File: config.mk
export PLATFORM = sky130hd
export DESIGN_NAME = prog_loader
export DESIGN_NICKNAME = d
export VERILOG_FILES = /design/src/rtl/prog_loader_pkg.sv /design/src/rtl/prog_loader.sv
export SDC_FILE = /design/constraint.sdc
export NUM_CORES = 1
export LEC_CHECK = 0
export ABC_AREA = 1
export CAP_MARGIN = 5
export CORE_MARGIN = 1
export CORE_UTILIZATION = 40
export CTS_CLUSTER_SIZE = 28
export DETAILED_ROUTE_END_ITERATION = 8
export HOLD_SLACK_MARGIN = 0.1
export PLACE_DENSITY = 0.69
export SYNTH_ARGS = -nofsm -noshare
export SYNTH_HDL_FRONTEND = slang
export SYNTH_SLANG_ARGS = --single-unit
export TNS_END_PERCENT = 5
File: constraint.sdc
create_clock -name clk_i -period 7.6 [get_ports clk_i]
set_input_delay 2.28 -clock clk_i [delete_from_list [all_inputs] [get_ports clk_i]]
set_output_delay 2.28 -clock clk_i [all_outputs]
set_load 0.02 [all_outputs]
File: src/rtl/prog_loader_pkg.sv
// Shared constants for the boot-time program loader: frame magic bytes,
// error codes and FSM state encodings.
package prog_loader_pkg;

  localparam logic [7:0] LDR_MAGIC0 = 8'hA5;
  localparam logic [7:0] LDR_MAGIC1 = 8'h5A;

  localparam logic [1:0] LDR_ERR_NONE  = 2'd0;
  localparam logic [1:0] LDR_ERR_MAGIC = 2'd1;
  localparam logic [1:0] LDR_ERR_LEN   = 2'd2;
  localparam logic [1:0] LDR_ERR_CSUM  = 2'd3;

  typedef enum logic [2:0] {
    ST_IDLE   = 3'd0,
    ST_MAGIC1 = 3'd1,
    ST_LEN    = 3'd2,
    ST_DATA   = 3'd3,
    ST_CSUM   = 3'd4,
    ST_RUN    = 3'd5
  } ldr_state_e;

endpackage

File: src/rtl/prog_loader.sv
// Boot loader: parses a framed byte stream (A5 5A LEN32 payload CSUM), writes the
// payload to memory and releases the CPU reset once the checksum matches.
module prog_loader
  import prog_loader_pkg::*;
#(
  parameter int ADDR_W    = 12,
  parameter int MEM_BYTES = 4096,
  parameter int BASE_ADDR = 0
) (
  input  logic              clk_i,
  input  logic              rst_i,
  // Handshake: a byte transfers on a rising edge where s_valid_i & s_ready_o;
  // s_valid_i may drop at any time, s_ready_o falls only once the CPU is released.
  input  logic              s_valid_i,
  input  logic [7:0]        s_data_i,
  output logic              s_ready_o,
  output logic              mem_we_o,
  output logic [ADDR_W-1:0] mem_addr_o,
  output logic [7:0]        mem_wdata_o,
  output logic              cpu_rstn_o,
  output logic              done_o,
  output logic              err_o,
  output logic [1:0]        err_code_o
);

  localparam int CNT_W = $clog2(MEM_BYTES + 1);

  ldr_state_e        state_q;
  logic [31:0]       len_q;
  logic [CNT_W-1:0]  cnt_q;
  logic [7:0]        csum_q;
  logic [1:0]        idx_q;

  logic              accept;
  logic [31:0]       len_d;
  logic [7:0]        csum_d;
  logic [ADDR_W-1:0] addr_d;
  logic              last_byte;

  assign s_ready_o = (state_q != ST_RUN);
  assign accept    = s_valid_i & s_ready_o;
  // Length arrives little-endian, so each new byte enters at the top.
  assign len_d     = {s_data_i, len_q[31:8]};
  assign csum_d    = csum_q + s_data_i;
  assign addr_d    = ADDR_W'(BASE_ADDR) + ADDR_W'(cnt_q);
  assign last_byte = (32'(cnt_q) == (len_q - 32'd1));

  always_ff @(posedge clk_i or posedge rst_i) begin
    if (rst_i) begin
      state_q     <= ST_IDLE;
      len_q       <= '0;
      cnt_q       <= '0;
      csum_q      <= '0;
      idx_q       <= '0;
      mem_we_o    <= 1'b0;
      mem_addr_o  <= '0;
      mem_wdata_o <= '0;
      cpu_rstn_o  <= 1'b0;
      done_o      <= 1'b0;
      err_o       <= 1'b0;
      err_code_o  <= LDR_ERR_NONE;
    end else begin
      mem_we_o <= 1'b0;
      if (accept) begin
        case (state_q)
          ST_IDLE: begin
            if (s_data_i == LDR_MAGIC0) begin
              state_q    <= ST_MAGIC1;
              err_o      <= 1'b0;
              err_code_o <= LDR_ERR_NONE;
            end
          end
          ST_MAGIC1: begin
            if (s_data_i == LDR_MAGIC1) begin
              state_q <= ST_LEN;
              idx_q   <= '0;
            end else begin
              state_q    <= ST_IDLE;
              err_o      <= 1'b1;
              err_code_o <= LDR_ERR_MAGIC;
            end
          end
          ST_LEN: begin
            len_q <= len_d;
            idx_q <= idx_q + 2'd1;
            if (idx_q == 2'd3) begin
              cnt_q  <= '0;
              csum_q <= '0;
              if (len_d > 32'(MEM_BYTES)) begin
                state_q    <= ST_IDLE;
                err_o      <= 1'b1;
                err_code_o <= LDR_ERR_LEN;
              end else if (len_d == 32'd0) begin
                state_q <= ST_CSUM;
              end else begin
                state_q <= ST_DATA;
              end
            end
          end
          ST_DATA: begin
            mem_we_o    <= 1'b1;
            mem_addr_o  <= addr_d;
            mem_wdata_o <= s_data_i;
            csum_q      <= csum_d;
            cnt_q       <= cnt_q + CNT_W'(1);
            if (last_byte) state_q <= ST_CSUM;
          end
          ST_CSUM: begin
            if (s_data_i == csum_q) begin
              state_q    <= ST_RUN;
              done_o     <= 1'b1;
              cpu_rstn_o <= 1'b1;
            end else begin
              state_q    <= ST_IDLE;
              err_o      <= 1'b1;
              err_code_o <= LDR_ERR_CSUM;
            end
          end
          ST_RUN:  ;
          default: state_q <= ST_IDLE;
        endcase
      end
    end
  end

endmodule

**After elaboration in Yosys (flattened, before gate mapping)**

Index checks and enable logic that the tools add are counted.

- Register bits after elaboration: 83
- Output and inout port bits: 27
- Bits of input ports: 11
- Logic and storage cells: 76

- Mux-type cells: 28
- Bitwise operators: 2
- Eq/ne operators: 18
- $add $sub $neg: 4
- Order comparisons: 1
- Reduce and logical (&&, ||, !) cells: 12

Operator list:

| operator | count |
|---|---|
| 13-bit by 32-bit == test with 1-bit output | 1 |
| 32-bit by 13-bit > comparator with 1-bit output, second input constant | 1 |
| 32-bit zero test | 1 |
| 32-bit by 1-bit subtractor with 32-bit output, second input constant | 1 |
| 13-bit one-hot mux with 2 select lines | 1 |
| 3-bit two-way mux | 6 |
| 3-bit one-hot mux with 6 select lines | 1 |
| 8-bit one-hot mux with 2 select lines | 1 |
| 2-bit two-way mux | 7 |
| 2-bit != test, second input constant | 7 |
| 13-bit by 1-bit adder with 13-bit output, second input constant | 1 |
| 13-bit two-way mux | 1 |
| 3-bit AND reduction | 3 |
| 8-bit adder | 1 |
| 8-bit by 7-bit == test with 1-bit output, second input constant | 1 |
| 8-bit == test | 1 |
| 8-bit == test, second input constant | 1 |
| 8-bit two-way mux | 1 |
| 2-bit one-hot mux with 4 select lines | 1 |
| 1-bit two-way mux | 7 |
| 7-bit AND reduction | 1 |
| 3-bit by 2-bit == test with 1-bit output, second input constant | 2 |
| 3-bit == test, second input constant | 2 |
| 5-bit AND reduction | 1 |
| other kinds (12) | 14 |

**Longest topological paths before layout**

Gate-level depths: netlist of run 1.

- Depth in word-level cells: 5
- Gate-level depth with buffers: 19
- Gate-level depth less buffers: 19

**Worst setup path after synthesis of run 1**

No wires, ideal clock.

- Path kind: input to register
- From: input port s_data_i[0]
- To: register csum_q[6]
- Arrival: 3.570 ns
- Required time: 7.477 ns
- Stages: 10
- Path buffers: 0
- Library setup time: 0.123 ns
- Path slack: 3.907 ns
- Path through: ha_1 -> fa_1 -> nand2_1 -> nand2_1 -> a21oi_1 -> nor2_1 -> o21ai_0 -> nand2_1 -> o21ai_0 -> nand2_1

- Longest elaborated chain between the ends: 2

RTL lines:

| element | line | RTL |
|---|---|---|
| start: declaration | prog_loader.sv:15 | `input logic [7:0] s_data_i,` |
| 8-bit adder | prog_loader.sv:44 | `assign csum_d = csum_q + s_data_i;` |
| 8-bit one-hot mux with 2 select lines | prog_loader.sv:65 | `case (state_q)` |
| end signal: assignment | prog_loader.sv:104 | `csum_q <= csum_d;` |
| end: declaration | prog_loader.sv:31 | `logic [7:0] csum_q;` |

Every way passes these cells.
A chain may end at the register's enable or synchronous reset.

**Worst setup path in the final report of run 1**

- From: input port s_valid_i
- To: register cnt_q[11]

- Longest elaborated chain between the ends: 2

RTL lines:

| element | line | RTL |
|---|---|---|
| start: declaration | prog_loader.sv:14 | `input logic s_valid_i,` |
| 1-bit bitwise AND | prog_loader.sv:41 | `assign accept = s_valid_i & s_ready_o;` |
| 3-bit AND reduction (no line) | n/a |  |
| end signal: assignment | prog_loader.sv:105 | `cnt_q <= cnt_q + CNT_W'(1);` |
| end: declaration | prog_loader.sv:30 | `logic [CNT_W-1:0] cnt_q;` |

Every way passes these cells.

==> qor.csv, run 1 <==
metric;value;unit
tightest_slew;1.08;ns
power_leakage;0.00296;uW
synth_nets;720;
start_util;41.7;%
hpwl;10200;um
dr.pass1.iters;5;
r2r_cells;13;
antenna_found_initial;0;
grt_max_degree;84;
power.total;1130;uW
ir_drop;0.000153;V
gp_congestion;0.925;
drt-initial-drc-count;321;
synth-seq-cells;83;
grt_pass1_wl;22100;um
ios;38;
cts_buffer_depth;2;
cts_resized;0;
path_clk_slew;0.07;ns
drc;0;
grt_pass1_vias;4457;
grtUsageTotal;21.8;%
drt_wl_total;13300;um
clock-sinks;83;
status;complete, no violations;
wl_per_cell;14.7;um
via_count;4683;
critPathArrivalTime;4.61;ns
required;7.83;ns
antenna_cells;0;
slew_headroom;28.3;%
synth_enable_flop_cells;0;
fin_nets;758;
portBuffers;37;
dieArea;13100;um^2
synthCells;698;
end_kind;flip-flop;
h-tree-depth;3;
min_path_type;flip-flop to flip-flop;
critical_path_class;input pin to flip-flop;
setup_violations;0;
fp.dieW;115;um
grt-ovfl-total;0;
setup.worst_path.end;cnt_q[11];
area_growth;17.0;%
slew_viol_final;0;
yosysWarnings;0;
hold_buffers;0;
grt_setup_unrepaired;no;
r2r-start;state_q[1];
via_per_inst;5.15;
p_per_area;191;nW/um^2
r2r_slack;5.13;ns
finClkSkew;0.00598;ns
min_period;4.38;ns
max_cap_viol_count;0;
path_max_fanout;34;
clock_latency;0.35;ns
hold_depth;2;
final_cell_mix;195 x nand2_1, 91 x inv_1, 83 x dfrtp_1, 72 x nor2_1, 67 x o21ai_0;
cts_root_buffer;clkbuf_16;
finalCritPeriodShare;57.6;%
fin_setup_tns;0;ns
synth.cell_area;5070;um^2
nFillCells;1173;
synth_area_per_cell;7.26;um^2
clock.fmax;228;MHz
die_h;115;um
final_common_cell;nand2_1;
r2r_end;cnt_q[11];
ant_nets;0;
dp.cells;893;
drive_gt1_share;9.18;%
cts_buffers;9;
final-instance-count-excl-fill;909;
post-cts-setup-buffers;0;
fp-row-count;40;
worst_setup_path_start_kind;input pin;
tritoncts;done;
crit_start;s_valid_i;
final-hold-violation-count;0;
ys_types;38;
ys_seq_area_share;41.0;%
yosys_most_used_dff;dfrtp_1;
synth-async-reset-ratio;100;%
core_area;12200;um^2
[Yosys cell counts, drive strengths merged, types with 2 or more instances]
cell      n  area [um^2]
xor2     10         87.6
ha       10          125
or2       2         12.5
a31oi     2         12.5
clkbuf    8         30.0
buf       4         22.5
nand4    18          128
nand3b    2         15.0
a32o      3         30.0
xnor2     3         26.3
o21ai    73          365
nand2   211          862
inv     101          379
nor3      9         55.1
a21oi    15         75.1
nand3    39          195
nor4      4         25.0
nor2     90          440
o21a      2         15.0
dfrtp    83         2080
clkinv    2         7.51
[cell families after synthesis]
family                   count (synthesis)  synth area share [%]
adder cells (fa/ha/maj)                 11                  2.86
buffers and inverters                  115                  8.66
AND/OR/NAND/NOR                        375                  34.2
XOR/XNOR                                14                  2.69
flip-flops                              83                  41.0
AO/OA/AOI/OAI                          100                  10.6
[through the flow]
stage                     hold slack (ns)  worst slack (ns)  area (um^2)  util [%]
final                               0.480              3.22         5930      48.8
after global routing                0.507              3.01         5930      48.8
after CTS                           0.483              3.24         5930      48.8
after detailed placement            0.468              2.89         5610      46.2
after global placement              0.465              2.98         5610      46.2
after floorplan                     0.446              3.18         5070         -
[sequential cells by signal (all words and copies together) (netlist names)]
signal	flops
cnt_q	13
csum_q	8
done_o	1
err_code_o	2
err_o	1
idx_q	2
len_q	32
mem_addr_o	12
mem_wdata_o	8
mem_we_o	1
state_q	3
[per-layer routing]
metal	wire, um	global-route usage [%]
met5	0	0
met3	775	2.86
met1	6270	30.9
met4	240	6.49
met2	6030	34.8
[where the power goes]
group	total (uW)	leakage, uW	switching [uW]	internal [uW]
combinational	161	0.00178	99.2	61.9
sequential	497	0.00102	28.2	469
clock	474	0.000157	209	265
[worst max-delay path, stage by stage]
cell,delay (ns)
clkdlybuf4s50_1,0.57
inv_1,0.11
nor2_4,0.60
nand2_4,0.17
nand2_4,0.15
nand4_4,0.11
nor2_4,0.12
inv_2,0.05
nor3_2,0.13
nand2_1,0.10
o21ai_1,0.15
a21oi_1,0.06
[how the worst min path moves through the flow]
stage,from,to
after floorplan,csum_q[0],csum_q[0]
after global routing,mem_wdata_o[4],mem_wdata_o[4]
after detailed placement,csum_q[0],csum_q[0]
final,csum_q[0],csum_q[0]
after global placement,idx_q[0],idx_q[0]
after CTS,csum_q[0],csum_q[0]
[cell type report]
class / count / area, um^2 / area share (%)
repair buffers: 39 / 385 / 6.50
inverters: 103 / 388 / 6.54
multi-input cells: 500 / 2550 / 43.0
clock buffers: 9 / 225 / 3.80
well taps: 168 / 210 / 3.54
clock inverters: 7 / 92.6 / 1.56
flip-flops and latches: 83 / 2080 / 35.0
Power figures use the tool's default switching activity.
==> inputs of run 2 (changes only) <==
--- a/config.mk
+++ b/config.mk
@@ -12,7 +12,7 @@
 export CTS_CLUSTER_SIZE = 28
 export DETAILED_ROUTE_END_ITERATION = 8
 export HOLD_SLACK_MARGIN = 0.1
-export PLACE_DENSITY = 0.69
+export PLACE_DENSITY = 0.71
 export SYNTH_ARGS = -nofsm -noshare
 export SYNTH_HDL_FRONTEND = slang
 export SYNTH_SLANG_ARGS = --single-unit
==> constraint.sdc (replaced) <==
create_clock -name clk_i -period 3.62 [get_ports clk_i]
set_input_delay 1.086 -clock clk_i [delete_from_list [all_inputs] [get_ports clk_i]]
set_output_delay 1.086 -clock clk_i [all_outputs]
set_load 0.02 [all_outputs]
==> qor.csv, run 2 (synthesis results as in run 1) <==
metric;value;unit;change
status;complete, no violations;;
grt_max_degree;60;;-29%
dieArea;13100;um^2;unchanged
reg.largest.list;len_q x32, cnt_q x13, mem_addr_o x12;;
r2r_end;state_q[2];;
dr.pass1.iters;5;;unchanged
required;3.86;ns;-3.97 ns
end_kind;flip-flop;;
p_int;1660;uW;+110%
slew_viol_final;0;;unchanged
fin_setup_tns;0;ns;unchanged
grt_pass1_wl;21900;um;-0.50%
setup_violations;0;;unchanged
timing.final.ws_setup;0.794;ns;-2.43 ns
cpMostUsedCell;nand2_1;;
h-tree-depth;3;;unchanged
drive_gt1_share;9.54;%;+0.37 points
antenna_cells;0;;unchanged
core_area;12200;um^2;unchanged
slew_headroom;57.6;%;+29 points
combPwrFrac;14.4;%;+0.2 points
tritoncts;done;;
ir_drop;0.000300;V;+96%
p_clk_share;41.1;%;-0.8 points
path_clk_slew;0.07;ns;about the same
slowest_delay;0.49;ns;-0.11 ns
clock-sinks;83;;unchanged
crit_family;adder cells;;
critical_path_class;input pin to flip-flop;;
path_cells;clkdlybuf4s50_1 -> ha_1 -> fa_1 -> nand2_1 -> nand2_1 -> a21oi_1 -> nor2_1 -> o21ai_0 -> nand2_1 -> o21ai_0 -> nand2_1;;
hold_ws;0.488;ns;+0.00796 ns
ant_nets;0;;unchanged
grt-ovfl-total;0;;unchanged
final_common_cell;nand2_1;;
cts_resized;0;;unchanged
antenna_found_initial;0;;unchanged
swShare;29.2;%;-0.54 points
area_growth;17.6;%;
r2r_cells;19;;+6
power_leakage;0.00296;uW;+0.24%
finalCritPeriodShare;78.1;%;
min_to;mem_addr_o[6];;
min_period;2.83;ns;
cts_buffer_depth;2;;unchanged
portBuffers;37;;unchanged
critPathArrivalTime;3.06;ns;-1.55 ns
hold_buffers;0;;unchanged
seqCellArea;2080;um^2;unchanged
final_cell_mix;195 x nand2_1, 91 x inv_1, 83 x dfrtp_1, 72 x nor2_1, 67 x o21ai_0;;
gp_congestion;0.945;;+2.1%
drt_wl_total;12900;um;-3.2%
place_ws;0.461;ns;-2.42 ns
drt-initial-drc-count;275;;-14%
grt_setup_unrepaired;no;;
cp_slowest_cell;clkdlybuf4s50_1;;
r2r_slack;1.32;ns;-3.81 ns
r2r-start;len_q[0];;
worst_setup_path_start_kind;input pin;;
fp-row-count;40;;unchanged
cts_root_buffer;clkbuf_16;;
largest-register;len_q;;
tightest_slew;0.635;ns;-0.441 ns
power_frac_seq;44.5;%;+0.6 points
fin_nets;761;;+0.40%
nFillCells;1178;;+0.43%
wl_per_cell;14.1;um;-3.5%
final-instance-count-excl-fill;912;;+0.33%
start_util;41.7;%;unchanged
grtUsageTotal;21.7;%;-0.16 points
fp.dieW;115;um;unchanged
post-cts-setup-buffers;0;;unchanged
largest_reg_flops;32;;unchanged
clock_latency;0.35;ns;about the same
cts_buffers;9;;unchanged
multi_input_area;2550;um^2;unchanged
hpwl;9790;um;-3.6%
power.total;2350;uW;+110%
ios;38;;unchanged
via_count;4653;;-0.64%
p_per_area;394;nW/um^2;+110%
finClkSkew;0.0121;ns;+0.00615 ns
max_cap_viol_count;0;;unchanged
die_h;115;um;unchanged
holdCritStartpoint;mem_addr_o[6];;
path_buf_inv;1;;-2
hold_depth;2;;unchanged
min_path_type;flip-flop to flip-flop;;
drc;0;;unchanged
final-hold-violation-count;0;;unchanged
clock.fmax;354;MHz;
path_max_fanout;5;;-85%
power.switching;685;uW;+100%
via_per_inst;5.10;;-0.97%
dp.cells;896;;+0.34%
grt_pass1_vias;4517;;+1.3%
==> run 2: cell types whose count changed in the layout (fill, tap and decap cells not counted) <==
cell and delta:
buf_12 +1, inv_8 -2, buf_4 +2, clkinvlp_4 +2
==> run 2: worst max path at each step <==
stage | start | endpoint | slack [ns] | depth (start not counted)
2_1_floorplan | rst_i | cnt_q[0] | 0.40 | 1
3_3_place_gp | s_data_i[0] | csum_q[6] | 0.51 | 12
3_5_place_dp | s_data_i[0] | csum_q[6] | 0.46 | 11
4_1_cts | s_data_i[0] | csum_q[6] | 0.83 | 11
5_1_grt | s_data_i[0] | csum_q[6] | 0.60 | 11
6_report | s_data_i[0] | csum_q[6] | 0.79 | 11
==> run 2: cell type report <==
cell class              count  share of cell area [%]
clock inverters             7                    1.43
inverters                 103                    6.51
flip-flops and latches     83                    34.9
clock buffers               9                    3.78
well taps                 168                    3.53
repair buffers             42                    7.06
multi-input cells         500                    42.8
==> run 2: worst min-delay path: stages (launching register included) <==
cell	delay [ns]
dfrtp_1	0.35
nand2_1	0.05
o21ai_0	0.06
==> run 2: power groups by stage <==
stage / Combinational, uW / Clock (uW) / Sequential, uW
after floorplan: 189 / 0 / 1080
after detailed placement: 339 / 0 / 1060
after CTS: 341 / 977 / 1050
final: 339 / 965 / 1050
after global routing: 380 / 1010 / 1050
after global placement: 334 / 0 / 1060
==> run 2: metrics by stage <==
stage,instance area [um^2],util [%]
final,5960,49.0
after global routing,5960,49.0
after CTS,5960,49.0
after detailed placement,5650,46.4
after global placement,5650,46.4
after floorplan,5070,-
==> run 2: layer usage <==
| metal | track usage [%] | vias to the layer above | wire, um |
|---|---|---|---|
| met5 | 0 | - | 0 |
| met4 | 10.4 | 0 | 371 |
| met3 | 3.65 | 30 | 694 |
| met2 | 33.3 | 153 | 5680 |
| met1 | 29.7 | 2148 | 6140 |
| li1 | - | 2322 | - |
